--- src/rtl/ssd_scan_ctrl.sv ---
// ssd_scan_ctrl: multiplexed 7-segment scan driver, double-buffered digits, leading-zero blanking, PWM dimming.
// Latency: every output is registered, 1 clock after slot/phase/active-register change; o_Frame flags first slot-0 output.
// Backpressure: none; i_Load is always accepted, the last load before a frame wrap wins.
module ssd_scan_ctrl #(
  parameter int NUM_DIGITS   = 4,
  parameter int TICK_DIV     = 100000,
  parameter int BRIGHT_WIDTH = 4
) (
  input  logic                      i_CLK,
  input  logic                      i_RST,
  input  logic [4*NUM_DIGITS-1:0]   i_Digits,
  input  logic [NUM_DIGITS-1:0]     i_DP,
  input  logic [NUM_DIGITS-1:0]     i_Enable_Mask,
  input  logic                      i_Blank_Lead,
  input  logic [BRIGHT_WIDTH-1:0]   i_Bright,
  input  logic                      i_Load,
  output logic [6:0]                o_Segments,
  output logic                      o_DP,
  output logic [NUM_DIGITS-1:0]     o_Anodes,
  output logic                      o_Frame
);

  localparam int TW = $clog2(TICK_DIV);
  localparam int SW = (NUM_DIGITS > 1) ? $clog2(NUM_DIGITS) : 1;
  localparam logic [TW-1:0] TICK_LAST = TW'(TICK_DIV - 1);
  localparam logic [SW-1:0] SLOT_LAST = SW'(NUM_DIGITS - 1);

  logic [TW-1:0]           tick_cnt;
  logic [SW-1:0]           slot;
  logic [BRIGHT_WIDTH-1:0] phase;
  logic [3:0]              pend_dig [NUM_DIGITS];
  logic [NUM_DIGITS-1:0]   pend_dp;
  logic                    pend_vld;
  logic [3:0]              act_dig  [NUM_DIGITS];
  logic [NUM_DIGITS-1:0]   act_dp;
  logic                    tick_last;
  logic                    wrap;
  logic                    wrap_q;
  logic [NUM_DIGITS-1:0]   blank;
  logic                    zero_above;
  logic                    lit;

  // Active-low {g,f,e,d,c,b,a} hex font.
  function automatic logic [6:0] hex_to_seg(input logic [3:0] nib);
    case (nib)
      4'h0:    hex_to_seg = 7'b1000000;
      4'h1:    hex_to_seg = 7'b1111001;
      4'h2:    hex_to_seg = 7'b0100100;
      4'h3:    hex_to_seg = 7'b0110000;
      4'h4:    hex_to_seg = 7'b0011001;
      4'h5:    hex_to_seg = 7'b0010010;
      4'h6:    hex_to_seg = 7'b0000010;
      4'h7:    hex_to_seg = 7'b1111000;
      4'h8:    hex_to_seg = 7'b0000000;
      4'h9:    hex_to_seg = 7'b0010000;
      4'hA:    hex_to_seg = 7'b0001000;
      4'hB:    hex_to_seg = 7'b0000011;
      4'hC:    hex_to_seg = 7'b1000110;
      4'hD:    hex_to_seg = 7'b0100001;
      4'hE:    hex_to_seg = 7'b0000110;
      default: hex_to_seg = 7'b0001110;
    endcase
  endfunction

  assign tick_last = (tick_cnt == TICK_LAST);
  assign wrap      = tick_last && (slot == SLOT_LAST);

  // Slot timer, slot index and free-running PWM phase.
  always_ff @(posedge i_CLK or posedge i_RST) begin
    if (i_RST) begin
      tick_cnt <= '0;
      slot     <= '0;
      phase    <= '0;
    end else begin
      phase <= phase + 1'b1;
      if (tick_last) begin
        tick_cnt <= '0;
        slot     <= (slot == SLOT_LAST) ? '0 : slot + 1'b1;
      end else begin
        tick_cnt <= tick_cnt + 1'b1;
      end
    end
  end

  // Pending/active buffers: active only changes on the frame wrap so a frame is never torn.
  always_ff @(posedge i_CLK or posedge i_RST) begin
    if (i_RST) begin
      for (int k = 0; k < NUM_DIGITS; k++) begin
        pend_dig[k] <= 4'h0;
        act_dig[k]  <= 4'h0;
      end
      pend_dp  <= '0;
      act_dp   <= '0;
      pend_vld <= 1'b0;
    end else if (wrap && i_Load) begin
      for (int k = 0; k < NUM_DIGITS; k++) act_dig[k] <= i_Digits[4*k +: 4];
      act_dp   <= i_DP;
      pend_vld <= 1'b0;
    end else if (wrap) begin
      if (pend_vld) begin
        for (int k = 0; k < NUM_DIGITS; k++) act_dig[k] <= pend_dig[k];
        act_dp <= pend_dp;
      end
      pend_vld <= 1'b0;
    end else if (i_Load) begin
      for (int k = 0; k < NUM_DIGITS; k++) pend_dig[k] <= i_Digits[4*k +: 4];
      pend_dp  <= i_DP;
      pend_vld <= 1'b1;
    end
  end

  // Leading-zero mask: walk down from the top digit while digits are zero with no DP; digit 0 always shows.
  always_comb begin
    blank      = '0;
    zero_above = 1'b1;
    for (int k = NUM_DIGITS - 1; k >= 0; k--) begin
      zero_above = zero_above && (act_dig[k] == 4'h0) && !act_dp[k];
      blank[k]   = i_Blank_Lead && zero_above && (k != 0);
    end
  end

  assign lit = i_Enable_Mask[slot] && (phase <= i_Bright);

  // Registered drive: one anode at most, everything dark when masked or in the PWM off phase.
  always_ff @(posedge i_CLK or posedge i_RST) begin
    if (i_RST) begin
      o_Anodes   <= '1;
      o_Segments <= 7'h7F;
      o_DP       <= 1'b1;
      o_Frame    <= 1'b0;
      wrap_q     <= 1'b0;
    end else begin
      wrap_q     <= wrap;
      o_Frame    <= wrap_q;
      o_Anodes   <= '1;
      o_Segments <= 7'h7F;
      o_DP       <= 1'b1;
      if (lit) begin
        o_Anodes[slot] <= 1'b0;
        o_Segments     <= blank[slot] ? 7'h7F : hex_to_seg(act_dig[slot]);
        o_DP           <= ~act_dp[slot];
      end
    end
  end

endmodule

--- config.mk ---
export PLATFORM = sky130hd
export DESIGN_NAME = ssd_scan_ctrl
export DESIGN_NICKNAME = d
export VERILOG_FILES = /design/src/rtl/ssd_scan_ctrl.sv
export SDC_FILE = /design/constraint.sdc
export NUM_CORES = 1
export LEC_CHECK = 0
export CAP_MARGIN = 20
export CORE_MARGIN = 2
export CORE_UTILIZATION = 50
export DETAILED_ROUTE_END_ITERATION = 8
export GPL_ROUTABILITY_DRIVEN = 0
export PLACE_DENSITY = 0.75
export RECOVER_POWER = 25
export SKIP_LAST_GASP = 1
export SLEW_MARGIN = 20
export SYNTH_ARGS = -nofsm -noshare
export SYNTH_HDL_FRONTEND = slang
export SYNTH_SLANG_ARGS = --single-unit
--- constraint.sdc ---
create_clock -name i_CLK -period 2.4 [get_ports i_CLK]
set_input_delay 0.48 -clock i_CLK [delete_from_list [all_inputs] [get_ports i_CLK]]
set_output_delay 0.48 -clock i_CLK [all_outputs]
set_load 0.02 [all_outputs]
==> results.py, run 1 <==
metrics = {
    "run_status": {
        "status": "complete, no violations",
    },
    "clock_network": {
        "cts.clk_slew.worst_paths_ps": 80,
        "cts_sinks": 78,
        "htree_levels": 3,
        "cts_tree": "yes",
        "clockBufferDepth": 2,
        "cts-root-buf": "clkbuf_8",
        "worstSkewPairLatency_ps": 350,
        "post_cts_buffers": 0,
        "cts-buffers-inserted": 9,
    },
    "synth": {
        "synth_area_per_cell_sq_um": 11.4,
        "synth.area.mux_share": 0.114,
        "synth_fp_nets": 386,
        "yosys.area_share.adder": 0.0517,
        "async_reset_ff_frac": 1.00,
        "synth_compound_area_frac": 0.115,
        "synth_area_leaders": "dfrtp_1 (43%), dfstp_2 (8.1%), mux2_2 (6.4%)",
        "synth_most_common_cell": "dfrtp_1",
        "synthesis.area_sq_mm": 0.00387,
        "seq_area_frac_synth": 0.508,
        "synth_seq_cells": 78,
        "yosysWarnings": 0,
        "synth_top_family_by_area": "simple AND/OR/NAND/NOR gates",
        "synth-xor-area-share": 0.0339,
        "synth_top_area_share": 0.427,
        "synth_flop_cell": "dfrtp_1",
        "synth_cell_types": 46,
        "syn_inst": 338,
        "synth-simple-area-share": 0.140,
        "synth_common_cells": "dfrtp_1 (66), nand2_1 (31), mux2_2 (22), o2bb2ai_1 (19), nor2_1 (17)",
        "synth_edf_count": 0,
        "yosys.area.top_type": "dfrtp_1",
    },
    "timing": {
        "drv_slew": 0,
        "fin_skew_ps": 10.4,
        "setup-violations-final": 0,
        "post-route-period-util": 0.936,
        "tns_ps": 0,
        "tightest_slew_ps": 1010,
        "hold_violations": 0,
        "rsz0062_at_grt": "no",
        "fmax_ghz": 0.445,
        "period_minus_slack_ps": 2250,
        "max-slew-margin-rel": 0.326,
        "fin_ws_ps": 153,
    },
    "die": {
        "start_util": 0.509,
        "rows": 32,
        "die_x_microns": 92.0,
        "die_y_microns": 92.0,
        "die_area_sq_mm": 0.00846,
        "core_sq_mm": 0.00761,
        "pin_count": 45,
    },
    "grt": {
        "grt_max_degree": 25,
        "gr-usage-all-layers": 0.203,
        "grt_pass1_wl_mm": 13.4,
        "grt_pass1_vias": 2736,
        "antenna_found_initial": 0,
        "grt_overflow_total": 0,
    },
    "route": {
        "wl_per_cell_microns": 15.7,
        "drt_iter0_markers": 143,
        "drc_errors": 0,
        "drt_wl_total_mm": 7.80,
        "vias_per_cell": 5.41,
        "vias": 2679,
        "drtPass1Iterations": 4,
        "ant_nets": 0,
    },
    "power": {
        "p_leak_nw": 2.00,
        "power.density_mw_per_mm2": 602,
        "peakVddDrop_mv": 0.405,
    },
    "final_layout": {
        "antenna_cells": 0,
        "drive_gt1_frac": 0.178,
        "nets": 436,
        "syn2layout_area_growth_pct": 20.8,
    },
    "critical_path": {
        "arrival_ps": 2520,
        "r2r_cells": 8,
        "cp_data_required_time_ps": 2680,
        "cp_max_fo": 9,
        "criticalPathCategory": "flip-flop to flip-flop",
        "end_kind": "flip-flop",
        "critPathLaunchType": "flip-flop",
    },
    "run": {
        "max_cap_violations": 0,
    },
    "place": {
        "pre_cts_ws_ps": 169,
        "portBuffers": 44,
        "place_hpwl_mm": 5.65,
    },
    "hold_path": {
        "hold_class": "flip-flop to flip-flop",
        "whs_path_depth": 0,
    },
}
## cells by family (layout without fill, tap and decap cells)
family                     after synthesis  after routing
buffers and inverters                   31             86
muxes                                   35             35
AOI/OAI and AO/OA                       64             64
and+or+nand+nor                         99             99
adders and majority gates               16             16
xor gates and xnor gates                15             15
DFF                                     78             78
## cell usage in the layout, fill, tap and decap left out, types with 3 or more instances in the layout
master	count
nor2b_1	3
nand2b_1	3
mux2_2	22
dfstp_2	12
and2_1	3
nand2_1	31
inv_1	12
o21ai_0	9
buf_4	10
a22oi_1	11
nand4_1	4
clkbuf_8	10
mux2i_1	8
ha_1	16
and3b_1	10
clkinvlp_4	3
mux4_2	5
a21oi_1	16
clkdlybuf4s50_1	43
dfrtp_1	66
nand3_1	10
o2bb2ai_1	19
xor2_1	8
xnor2_1	7
nor3_1	6
nor2_1	17
## state kept, by name, summed over array words and instances (netlist names)
name and count:
o_Segments 7, act_dp 4, o_DP 1, phase 4, o_Frame 1, o_Anodes 4, act_dig 16, pend_dig 16
slot 2, wrap_q 1, pend_vld 1, tick_cnt 17, pend_dp 4
## metrics by stage
stage | util | hold slack [ps] | instances | instance area (sq um) | power (mW)
floorplan | - | 331 | 338 | 3870 | 1.62
global placement | 0.588 | 338 | 479 | 4470 | 1.75
detailed placement | 0.588 | 351 | 479 | 4470 | 1.76
CTS | 0.617 | 369 | 495 | 4690 | 2.85
global route | 0.614 | 369 | 495 | 4670 | 2.94
finish | 0.614 | 364 | 495 | 4670 | 2.81
## repair_timing
action | CTS | global route
setup endpoints to repair | 0 | 13
hold buffers | 0 | 0
resized for setup | 0 | 1
hold endpoints to repair | 0 | 0
## power by group
part	switching, mW	total, mW	internal (mW)
Sequential	0.0359	1.42	1.38
Clock	0.476	1.09	0.614
Combinational	0.142	0.305	0.163
## layer usage
metal,global-route usage,vias up,part of all wire
met1,0.263,1288,0.45
met2,0.333,61,0.49
met3,0.0592,8,0.043
met5,0,-,0
met4,0.0585,0,0.017
li1,-,1322,-
## critical path: stages, from the launching register on
cell and delay, ps:
dfrtp_1 450, mux4_2 600, inv_1 150, ha_1 360, mux2i_1 130, nand3_1 100
o2111a_1 180, a21oi_1 40, o21ai_0 160
## area by class of cell
class	count	area, sq um
Sequential cell	78	1970
Tap cell	102	128
Clock buffer	11	141
Fill cell	628	2930
Multi-Input combinational cell	229	1760
Timing Repair Buffer	57	544
Clock inverter	5	82.6
Inverter	13	50.0
## path summary, 6_finish.rpt
kind                            slack [ps]            end     from
worst max-delay path                   150  o_Segments[0]  slot[0]
worst min-delay path                   360        o_Frame   wrap_q
worst max register to register         150  o_Segments[0]  slot[0]
worst min register to register         360        o_Frame   wrap_q
max in group asynchronous              590    pend_dig[1]    i_RST
min in group asynchronous              770    pend_dig[2]    i_RST
No activity file was read; power rests on OpenSTA's default activity.
==> inputs of run 2 (changes only) <==
--- a/config.mk
+++ b/config.mk
@@ -7,10 +7,10 @@
 export LEC_CHECK = 0
 export CAP_MARGIN = 20
 export CORE_MARGIN = 2
-export CORE_UTILIZATION = 50
+export CORE_UTILIZATION = 56
 export DETAILED_ROUTE_END_ITERATION = 8
 export GPL_ROUTABILITY_DRIVEN = 0
-export PLACE_DENSITY = 0.75
+export PLACE_DENSITY = 0.8
 export RECOVER_POWER = 25
 export SKIP_LAST_GASP = 1
 export SLEW_MARGIN = 20
==> constraint.sdc (replaced) <==
create_clock -name i_CLK -period 2.47 [get_ports i_CLK]
set_input_delay 0.494 -clock i_CLK [delete_from_list [all_inputs] [get_ports i_CLK]]
set_output_delay 0.494 -clock i_CLK [all_outputs]
set_load 0.02 [all_outputs]
==> results.py, run 2 (synthesized netlist as in run 1, its figures left out) <==
metrics = {
    "timing": {
        "fin_skew_ps": 7.71,
        "period_minus_slack_ps": 2310,
        "fmax_ghz": 0.432,
        "hold_violations": 0,
        "setup-violations-final": 0,
        "tightest_slew_ps": 1040,
        "tns_ps": 0,
        "rsz0062_at_grt": "no",
        "max-slew-margin-rel": 0.309,
        "post-route-period-util": 0.937,
        "drv_slew": 0,
        "fin_ws_ps": 155,
    },
    "die": {
        "rows": 30,
        "die_area_sq_mm": 0.00759,
        "core_sq_mm": 0.00676,
        "die_y_microns": 87.1,
        "die_x_microns": 87.1,
        "pin_count": 45,
        "start_util": 0.573,
    },
    "final_layout": {
        "fillCellCount": 500,
        "post-route-util": 0.687,
        "drive_gt1_frac": 0.170,
        "largest_reg_flops": 17,
        "multiInputGateArea_sq_mm": 0.00176,
        "reg_top3": "tick_cnt: 17 flops, act_dig: 16 flops, pend_dig: 16 flops",
        "final_cell_mix": "dfrtp_1 (66), clkdlybuf4s50_1 (43), nand2_1 (31)",
        "syn2layout_area_growth_pct": 19.9,
        "largest_register": "tick_cnt",
        "regArea_sq_mm": 0.00197,
        "nets": 432,
        "antenna_cells": 0,
        "fin_area_sq_mm": 0.00464,
        "final_common_cell": "dfrtp_1",
    },
    "grt": {
        "gr-usage-all-layers": 0.220,
        "antenna_found_initial": 0,
        "grt_max_degree": 79,
        "grt_pass1_wl_mm": 12.8,
        "grt_pass1_vias": 2711,
        "grt_overflow_total": 0,
    },
    "power": {
        "seqPwrFrac": 0.481,
        "p_int_mw": 2.25,
        "swShare": 0.216,
        "power.density_mw_per_mm2": 618,
        "p_leak_nw": 2.01,
        "p_sw_mw": 0.619,
        "peakVddDrop_mv": 0.464,
        "power.share.combinational": 0.102,
        "pwr-share-clk": 0.417,
    },
    "clock_network": {
        "cts.clk_slew.worst_paths_ps": 80,
        "cts-buffers-inserted": 9,
        "post_cts_buffers": 0,
        "clockBufferDepth": 2,
        "cts_tree": "yes",
        "cts-root-buf": "clkbuf_8",
        "cts_sinks": 78,
        "worstSkewPairLatency_ps": 350,
        "htree_levels": 3,
    },
    "route": {
        "wl_per_cell_microns": 16.4,
        "vias": 2706,
        "drt_wl_total_mm": 7.69,
        "drt_iter0_markers": 163,
        "drtPass1Iterations": 4,
        "vias_per_cell": 5.78,
        "drc_errors": 0,
        "ant_nets": 0,
    },
    "place": {
        "post_dp_cell_area_sq_mm": 0.00440,
        "pre_cts_ws_ps": 212,
        "portBuffers": 44,
        "place_hpwl_mm": 5.30,
    },
    "critical_path": {
        "criticalPathCategory": "flip-flop to flip-flop",
        "arrival_ps": 2590,
        "cp_max_fo": 9,
        "cp_data_required_time_ps": 2740,
        "end_kind": "flip-flop",
        "critPathLaunchType": "flip-flop",
        "r2r_setup_slack_ps": 160,
    },
    "run": {
        "max_cap_violations": 0,
    },
    "run_status": {
        "status": "complete, no violations",
    },
    "hold_path": {
        "hold_class": "flip-flop to flip-flop",
    },
}
## run 2: power groups by stage
| stage | sequential [mW] | clock, mW | combinational, mW |
|---|---|---|---|
| finish | 1.38 | 1.20 | 0.292 |
| global route | 1.39 | 1.27 | 0.323 |
| CTS | 1.38 | 1.21 | 0.299 |
| detailed placement | 1.40 | 0 | 0.295 |
| global placement | 1.40 | 0 | 0.289 |
| floorplan | 1.41 | 0 | 0.164 |
## run 2: worst max-delay path, cell delays in order (launching register included)
cell	delay (ps)
dfrtp_1	450
mux4_2	600
inv_1	150
ha_1	370
mux2i_1	130
nand3_1	100
o2111a_1	190
a21oi_1	50
o21ai_0	180
## run 2: timing repair
| item | CTS | global route |
|---|---|---|
| hold buffers | 0 | 0 |
| endpoints found under the setup margin | 0 | 19 |
| gates resized for setup | 0 | 1 |
## run 2: routing by layer
metal,track usage,up-vias,wire length (microns)
met5,0,-,0
li1,-,1302,-
met2,0.357,55,3860
met3,0.0493,15,240
met4,0.0979,0,163
met1,0.284,1334,3420
## run 2: layout make-up
| type | count | area share |
|---|---|---|
| sequential | 78 | 0.424 |
| multi-input combinational | 229 | 0.379 |
| timing repair buffer | 53 | 0.109 |
| clock buffer | 12 | 0.0356 |
| tap | 80 | 0.0216 |
| clock inverter | 3 | 0.0194 |
| inverter | 13 | 0.0105 |
## run 2: per-stage QoR
step,power [mW],instances,hold WS (ps)
finish,2.87,468,364
global route,2.98,468,382
floorplan,1.57,338,331
global placement,1.69,453,335
CTS,2.89,468,364
detailed placement,1.70,453,346
## run 2: path summary, 6_finish.rpt
kind                       depth (start not counted)       endpoint  startpoint
max reg2reg                                        8  o_Segments[0]     slot[0]
min reg2reg                                        0        o_Frame      wrap_q
max in group asynchronous                          3     act_dig[5]       i_RST
min                                                0        o_Frame      wrap_q
max                                                8  o_Segments[0]     slot[0]
min in group asynchronous                          3       phase[0]       i_RST
==> inputs of run 3 (changes only) <==
--- a/config.mk
+++ b/config.mk
@@ -13,7 +13,6 @@
 export PLACE_DENSITY = 0.8
 export RECOVER_POWER = 25
 export SKIP_LAST_GASP = 1
-export SLEW_MARGIN = 20
 export SYNTH_ARGS = -nofsm -noshare
 export SYNTH_HDL_FRONTEND = slang
 export SYNTH_SLANG_ARGS = --single-unit
==> results of run 3 <==
Final layout, timing and power as in run 2 (identical DEF).
